==> src/rtl/alu_cmd_sequencer.sv <==
// Issue stage in front of the combinational 8-bit ALU: queues commands, issues one at a time,
// and registers each 16-bit result behind a valid/ready handshake.
module alu_cmd_sequencer #(
    parameter int DEPTH = 4
) (
    input  logic                       clk_in,
    input  logic                       rst_in,
    input  logic                       cmd_valid_in,
    output logic                       cmd_ready_out,
    input  logic [2:0]                 cmd_op_in,
    input  logic [7:0]                 cmd_a_in,
    input  logic [7:0]                 cmd_b_in,
    output logic [7:0]                 alu_a_out,
    output logic [7:0]                 alu_b_out,
    output logic [2:0]                 alu_command_out,
    output logic                       alu_en_out,
    input  logic [15:0]                alu_d_in,
    output logic                       res_valid_out,
    input  logic                       res_ready_in,
    output logic [15:0]                res_data_out,
    output logic [2:0]                 res_op_out,
    output logic                       res_err_out,
    output logic [$clog2(DEPTH):0]     count_out
);

    localparam int PW = $clog2(DEPTH);
    localparam int CW = PW + 1;
    localparam logic [CW-1:0] DEPTH_C = CW'(DEPTH);

    typedef enum logic [1:0] {
        ST_IDLE   = 2'b00,
        ST_ISSUE  = 2'b01,
        ST_RESULT = 2'b10
    } state_t;

    function automatic logic op_is_illegal(input logic [2:0] op);
        return (op > 3'b100);
    endfunction

    state_t          state_r;
    state_t          state_next_s;
    logic            pop_s;
    logic            push_s;
    logic [CW-1:0]   count_r;
    logic [CW-1:0]   count_next_s;
    logic [PW-1:0]   wr_ptr_r;
    logic [PW-1:0]   rd_ptr_r;
    logic [18:0]     fifo_mem_r [DEPTH];
    logic [18:0]     head_s;
    logic            cmd_ready_r;
    logic [7:0]      alu_a_r;
    logic [7:0]      alu_b_r;
    logic [2:0]      alu_command_r;
    logic            alu_en_r;
    logic            res_valid_r;
    logic [15:0]     res_data_r;
    logic [2:0]      res_op_r;
    logic            res_err_r;

    assign push_s = cmd_valid_in & cmd_ready_r;
    assign head_s = fifo_mem_r[rd_ptr_r];

    // Next-state and pop decision; a pop only ever sees entries already counted in count_r.
    always_comb begin
        state_next_s = state_r;
        pop_s        = 1'b0;
        case (state_r)
            ST_IDLE: begin
                if (count_r != {CW{1'b0}}) begin
                    pop_s        = 1'b1;
                    state_next_s = ST_ISSUE;
                end else begin
                    state_next_s = ST_IDLE;
                end
            end
            ST_ISSUE: begin
                state_next_s = ST_RESULT;
            end
            ST_RESULT: begin
                if (res_ready_in) begin
                    if (count_r != {CW{1'b0}}) begin
                        pop_s        = 1'b1;
                        state_next_s = ST_ISSUE;
                    end else begin
                        state_next_s = ST_IDLE;
                    end
                end else begin
                    state_next_s = ST_RESULT;
                end
            end
            default: begin
                state_next_s = ST_IDLE;
            end
        endcase
    end

    // Occupancy update for push, pop or both.
    always_comb begin
        count_next_s = count_r;
        case ({push_s, pop_s})
            2'b10:   count_next_s = count_r + CW'(1);
            2'b01:   count_next_s = count_r - CW'(1);
            default: count_next_s = count_r;
        endcase
    end

    // FSM state register.
    always_ff @(posedge clk_in) begin
        if (rst_in) begin
            state_r <= ST_IDLE;
        end else begin
            state_r <= state_next_s;
        end
    end

    // FIFO pointers, count and the registered ready flag.
    always_ff @(posedge clk_in) begin
        if (rst_in) begin
            wr_ptr_r    <= {PW{1'b0}};
            rd_ptr_r    <= {PW{1'b0}};
            count_r     <= {CW{1'b0}};
            cmd_ready_r <= 1'b1;
        end else begin
            if (push_s) begin
                wr_ptr_r <= wr_ptr_r + PW'(1);
            end
            if (pop_s) begin
                rd_ptr_r <= rd_ptr_r + PW'(1);
            end
            count_r     <= count_next_s;
            cmd_ready_r <= (count_next_s < DEPTH_C);
        end
    end

    // FIFO storage; contents need no reset since count gates every read.
    always_ff @(posedge clk_in) begin
        if (push_s) begin
            fifo_mem_r[wr_ptr_r] <= {cmd_op_in, cmd_a_in, cmd_b_in};
        end
    end

    // ALU drive registers: operands hold their last issued values between issues.
    always_ff @(posedge clk_in) begin
        if (rst_in) begin
            alu_a_r       <= 8'h00;
            alu_b_r       <= 8'h00;
            alu_command_r <= 3'b000;
            alu_en_r      <= 1'b0;
        end else begin
            if (pop_s) begin
                alu_command_r <= head_s[18:16];
                alu_a_r       <= head_s[15:8];
                alu_b_r       <= head_s[7:0];
            end
            alu_en_r <= (state_next_s == ST_ISSUE);
        end
    end

    // Result capture during ISSUE and release on the downstream handshake.
    always_ff @(posedge clk_in) begin
        if (rst_in) begin
            res_valid_r <= 1'b0;
            res_data_r  <= 16'h0000;
            res_op_r    <= 3'b000;
            res_err_r   <= 1'b0;
        end else if (state_r == ST_ISSUE) begin
            res_valid_r <= 1'b1;
            res_data_r  <= alu_d_in;
            res_op_r    <= alu_command_r;
            res_err_r   <= op_is_illegal(alu_command_r);
        end else if ((state_r == ST_RESULT) && res_ready_in) begin
            res_valid_r <= 1'b0;
        end else begin
            res_valid_r <= res_valid_r;
        end
    end

    assign cmd_ready_out   = cmd_ready_r;
    assign count_out       = count_r;
    assign alu_a_out       = alu_a_r;
    assign alu_b_out       = alu_b_r;
    assign alu_command_out = alu_command_r;
    assign alu_en_out      = alu_en_r;
    assign res_valid_out   = res_valid_r;
    assign res_data_out    = res_data_r;
    assign res_op_out      = res_op_r;
    assign res_err_out     = res_err_r;

endmodule

==> config.mk <==
export PLATFORM = sky130hd
export DESIGN_NAME = alu_cmd_sequencer
export DESIGN_NICKNAME = d
export VERILOG_FILES = /design/src/rtl/alu_cmd_sequencer.sv
export SDC_FILE = /design/constraint.sdc
export NUM_CORES = 1
export LEC_CHECK = 0
export BUFFER_PORTS_ARGS = -buffer_cell sky130_fd_sc_hd__buf_2
export CAP_MARGIN = 30
export CORE_UTILIZATION = 55
export CTS_CLUSTER_DIAMETER = 60
export DETAILED_ROUTE_END_ITERATION = 12
export HOLD_SLACK_MARGIN = 0.02
export PLACE_DENSITY_LB_ADDON = 0.15
export SYNTH_ARGS = -nofsm -noshare
export SYNTH_HDL_FRONTEND = slang
export SYNTH_SLANG_ARGS = --single-unit
==> constraint.sdc <==
create_clock -name clk_in -period 2.7 [get_ports clk_in]
set_clock_uncertainty 0.1 [all_clocks]
set_input_delay 0.135 -clock clk_in [delete_from_list [all_inputs] [get_ports clk_in]]
set_output_delay 0.135 -clock clk_in [all_outputs]
set_load 0.01 [all_outputs]
### Word level (Yosys, flattened, before mapping)

Memories as Yosys holds them, arrays and structs flattened. A register that Yosys moved wholly into a read port is not among the register bits.
Index checks and enable logic that the tools add are counted.

* memories: 1
* output and inout bits: 45
* latch bits: 0
* register bits after elaboration: 32
* bits in writable memories: 76
* bits in read-only memories: 0
* word-level logic and storage cells: 38
* input port bits: 39

Memory list
* fifo_mem_r: words 4, bits a word 19, read ports 1, clocked after Yosys merged registers in 1, wr ports 1, RTL line 48 `logic [18:0] fifo_mem_r [DEPTH];`

* order comparisons: 2
* bitwise gates (word level): 1
* reductions and logical operators: 4
* eq/ne operators: 5
* multiply operators: 0
* mux-type cells: 11
* add/subtract/negate cells: 4
* div/mod/pow operators: 0
* shift operators: 0

Operator list (count)
* $mux W1: 7
* $eq A2 B1 Y1 const B: 3
* $pmux W2 S3: 1
* $pmux W3 S2: 1
* $add A2 B1 Y2 const B: 2
* $eq A2 B2 Y1 const B: 2
* $add A3 B1 Y3 const B: 1
* $gt A3 B3 Y1 const B: 1
* $lt A3 B3 Y1 const B: 1
* $reduce_bool A3 Y1: 1
* $sub A3 B1 Y3 const B: 1
* $logic_not A2 Y1: 1
* $mux W2: 1
* $pmux W1 S2: 1
* $reduce_bool A2 Y1: 1
* $and A1 B1 Y1: 1
* $logic_and A1 B1 Y1: 1

### Logic depth before layout (Yosys ltp)

* depth in word-level cells: 7
* mapped depth: 8
* mapped depth without buffers: 7

### Worst setup path before layout

No wires, ideal clock.

* path type: reg2reg
* from: reg count_r[0], in the netlist count_out[0]
* to: reg cmd_ready_r, in the netlist cmd_ready_out
* arrival time: 2.177 ns
* setup time: 0.114 ns
* clock period less this slack: 2.391 ns
* setup slack: 0.309 ns
* stages on the path, launching flop included: 9
* buffers on the path: 1
* required time: 2.486 ns
* cells stage by stage: dfxtp_1 > nor3_2 > nor3_1 > buf_2 > ha_1 > fa_1 > xnor2_1 > or3_1 > a21o_1

* word-level cells in the longest chain between the ends: 7
* elaborated cells on any way between the ends: 10
* classes of those cells: 2 x add/sub; 1 x order compare; 2 x eq/ne; 4 x mux; 1 x reduce/logical

Ends and longest elaborated chain
* start, declared: RTL line 44 `logic [CW-1:0] count_r;`
* start signal, assigned: RTL line 121 `count_r <= {CW{1'b0}};`
* start signal, assigned: RTL line 130 `count_r <= count_next_s;`
* $reduce_bool A3 Y1 *: RTL line 69, 81
* $mux W1 *: RTL line 69, 81
* $mux W1: RTL line 80 `if (res_ready_in) begin`
* $pmux W1 S2 *: RTL line 67 `case (state_r)`
* net pop_s: RTL line 42 `logic pop_s;`
* $eq A2 B1 Y1 / $eq A2 B2 Y1 (equally long branches): RTL line 100 `case ({push_s, pop_s})`
* $pmux W3 S2 *: RTL line 100
* $lt A3 B3 Y1 *: RTL line 131 `cmd_ready_r <= (count_next_s < DEPTH_C);`
* end signal, assigned: RTL line 131
* end, declared: RTL line 50 `logic cmd_ready_r;`

The timed path passes the listed nets; every way through them passes the cells marked *.
A chain may end at the register's enable or synchronous reset.

### Final worst setup path

* from: reg state_r[1]
* to: reg cmd_ready_r, in the netlist cmd_ready_out

* word-level cells in the longest chain between the ends: 5
* elaborated cells on any way between the ends: 7
* classes of those cells: 1 x order compare; 3 x eq/ne; 2 x mux; 1 x reduce/logical

Ends and longest elaborated chain
* start, declared: RTL line 40 `state_t state_r;`
* start signal, assigned: RTL line 112 `state_r <= state_next_s;`
* $eq A2 B2 Y1 / $logic_not A2 Y1 (equally long branches): RTL line 67
* $pmux W1 S2 *: RTL line 67
* $eq A2 B1 Y1 / $eq A2 B2 Y1 (equally long branches): RTL line 100
* $pmux W3 S2 *: RTL line 100
* $lt A3 B3 Y1 *: RTL line 131

Every way passes the cells marked *; elsewhere a longest branch is shown, timed or not.

==> flow_metrics.py <==
metrics = {
    "status": {
        "status": "completed",
    },
    "critical_path": {
        "cp-endpoint": "cmd_ready_out$_SDFF_PP1_",
        "critPathTopFamily": "simple AND/OR/NAND/NOR gates",
        "worstPathRequired_ps": 3000,
        "regToRegSetupSlack_ps": 300,
        "slowest_delay_ps": 420,
        "cp-startpoint": "state_r[1]$_SDFF_PP0_",
        "start_kind": "flop",
        "slowest_stage": "nor2b_1",
        "critPathMaxFanout": 6,
        "cp.depth": 7,
        "worstPathArrival_ps": 2700,
        "worstSetupPathType": "flop to flop",
        "worst-path-buf-inv": 0,
        "r2r_end": "cmd_ready_out$_SDFF_PP1_",
        "r2r-start": "state_r[1]$_SDFF_PP0_",
        "end_kind": "flop",
        "path_cells": "nor2b_1 > nor3_2 > ha_1 > fa_1 > xnor2_1 > or3_1 > a21o_1",
        "rr_worst_depth": 7,
    },
    "yosys": {
        "ys_ff_latch": 127,
        "netlist_instances": 308,
        "ys_seq_area_frac": 0.697,
        "synth_top_area_frac": 0.481,
        "synth_area_sq_mm": 0.00474,
        "synth_warnings": 0,
        "syn-num-nets": 353,
        "synth.distinct_cells": 34,
        "yosys.area.top_type": "edfxtp_1",
        "synth_area_per_cell_sq_um": 15.4,
        "yosys-top-cells-area": "edfxtp_1 (48%), dfxtp_1 (22%), mux4_1 (7.8%)",
    },
    "detailed_routing": {
        "drc": 0,
        "drt-pass1-iter-count": 4,
        "via_count": 3023,
        "drt_wl_total_mm": 9.45,
        "drtAntennaViolNets": 0,
        "wire_per_inst_microns": 16.9,
        "avgViaCountPerCell": 5.41,
        "drtIter0Drc": 189,
    },
    "timing": {
        "maxSlewViolCount": 0,
        "slew_headroom": 0.483,
        "post-route-period-util": 0.889,
        "hold_viol": 0,
        "fmax_mhz": 417,
        "setup_viol_count_final": 0,
        "tightest_slew_ps": 775,
        "fin_crit_ps": 2400,
        "tns_ps": 0,
        "rsz0062_at_grt": "false",
        "layout_setup_ws_ps": 301,
    },
    "global_route": {
        "grt_usage": 0.223,
        "grt_max_degree": 36,
        "overflow": 0,
        "antenna_found_initial": 0,
        "grt_pass1_vias": 2922,
        "grt_pass1_wl_mm": 14.4,
    },
    "cells_and_area": {
        "final_cell_mix": "buf_2 (83), edfxtp_1 (76), dfxtp_1 (51)",
        "fill_cells": 483,
        "multi_input_area_sq_mm": 0.00135,
        "syn_to_final_growth_pct": 32.5,
        "antenna_cells": 0,
        "layout.nets": 486,
        "regArea_sq_mm": 0.00330,
        "final_common_cell": "buf_2",
        "drive_gt1_frac": 0.295,
    },
    "floorplanning": {
        "io-pin-count": 84,
        "dieHeight_microns": 94.9,
        "die_w_microns": 94.9,
        "num_rows": 33,
        "die_area_sq_mm": 0.00900,
        "start_util": 0.571,
        "core-area_sq_mm": 0.00830,
    },
    "power": {
        "p_leak_nw": 2.41,
        "max-vdd-ir-drop_mv": 0.515,
        "power_density_mw_per_mm2": 1050,
    },
    "clock_network": {
        "cts_root_buf": "clkbuf_8",
        "post_cts_buffers": 0,
        "tritoncts": "done",
        "cts_resized": 0,
        "cts_buffers": 17,
        "clock_latency_ps": 500,
        "path_clk_slew_ps": 60,
        "cts.sink_count": 127,
        "cts_buffer_depth": 2,
        "htree_levels": 4,
    },
    "worst_hold_path": {
        "hold_depth": 2,
        "hold_class": "input port to flop",
    },
    "placed_design": {
        "hpwl_mm": 5.15,
        "place.gp.congestion": 0.703,
        "port_buffers": 83,
        "dp_slack_ps": 320,
    },
    "flow_run": {
        "cap_violations": 0,
    },
}
[worst min-delay path by stage]
stage,start,end,slack (ps)
2_1_floorplan,cmd_b_in[0],fifo_mem_r[0][0]$_DFFE_PP_,130
3_3_place_gp,cmd_a_in[0],fifo_mem_r[3][8]$_DFFE_PP_,240
3_5_place_dp,cmd_a_in[5],fifo_mem_r[1][13]$_DFFE_PP_,250
4_1_cts,cmd_b_in[1],fifo_mem_r[2][1]$_DFFE_PP_,250
5_1_grt,cmd_b_in[5],fifo_mem_r[2][5]$_DFFE_PP_,260
6_report,cmd_b_in[5],fifo_mem_r[2][5]$_DFFE_PP_,280
[repair_timing]
action	CTS	global route
endpoints found under the hold margin	101	0
setup endpoints to repair	0	0
hold buffers	39	0
[worst reg2reg max path, delay by kind of cell, from the launching register on]
kind                     cells  cell delay [ps]
adder cells (fa/ha/maj)      2              640
XOR/XNOR                     1              150
AO/OA/AOI/OAI                1              180
flip-flops                   1              380
AND/OR/NAND/NOR              3              850
[cells by family after synthesis]
family                     synth area share
DFF                                   0.697
muxes                                 0.106
buffers and inverters                0.0214
xor gates and xnor gates            0.00554
adders and majority gates            0.0174
and+or+nand+nor                      0.0852
AOI/OAI and AO/OA                    0.0681
[metal layers]
metal	up-vias	GRT usage	share of wire
li1	1435	-	-
met1	1464	0.267	0.44
met2	112	0.372	0.48
met3	12	0.0692	0.062
met4	0	0.0934	0.011
met5	-	0	0
[registers in the layout (all words and copies together), names as in the netlist, named ones only]
register	flops
alu_b_out	8
rd_ptr_r	2
alu_a_out	8
fifo_mem_r	76
state_r	2
res_valid_out	1
res_err_out	1
count_out	2
alu_en_out	1
wr_ptr_r	2
res_op_out	3
cmd_ready_out	1
res_data_out	16
alu_command_out	3
[cell type report]
type / instances / area share
clock buffer: 17 / 0.0659
clock inverter: 15 / 0.0309
inverter: 3 / 0.00179
multi-input combinational: 160 / 0.215
sequential: 127 / 0.526
tap: 105 / 0.0209
timing repair buffer: 132 / 0.140
[synthesized netlist by cell type, drive strengths merged]
cell type	instances
nor4	2
nor3	2
nor4b	1
nand2b	20
edfxtp	76
a21oi	24
or3	1
inv	3
a311oi	1
xnor2	2
buf	8
o211ai	1
clkbuf	10
nand3	1
dfxtp	51
o2bb2ai	19
nor2	5
fa	1
xor2	1
nand3b	1
a21o	1
nor2b	3
and3	4
mux2i	1
or4	1
nand2	41
o21ai	1
ha	5
o31ai	1
mux4	19
mux2	1
[metrics by stage]
stage,hold WS [ps],area (sq um),cells,utilization,total power [W]
3_3_place_gp,244,5290,488,0.637,0.00420
3_5_place_dp,249,5290,488,0.637,0.00425
6_report,279,6280,559,0.757,0.00660
5_1_grt,261,6280,559,0.757,0.00689
2_1_floorplan,134,4740,308,-,0.00372
4_1_cts,250,6280,559,0.757,0.00662
[power breakdown]
part / leakage, nW / switching (W) / internal [W] / total, W
registers: 1.11 / 0.000201 / 0.00244 / 0.00264
clock network: 0.294 / 0.000815 / 0.00149 / 0.00231
logic: 1.01 / 0.000906 / 0.000743 / 0.00165
total: 2.41 / 0.00192 / 0.00467 / 0.00660
Note: power is estimated with default switching activity, not from simulation.
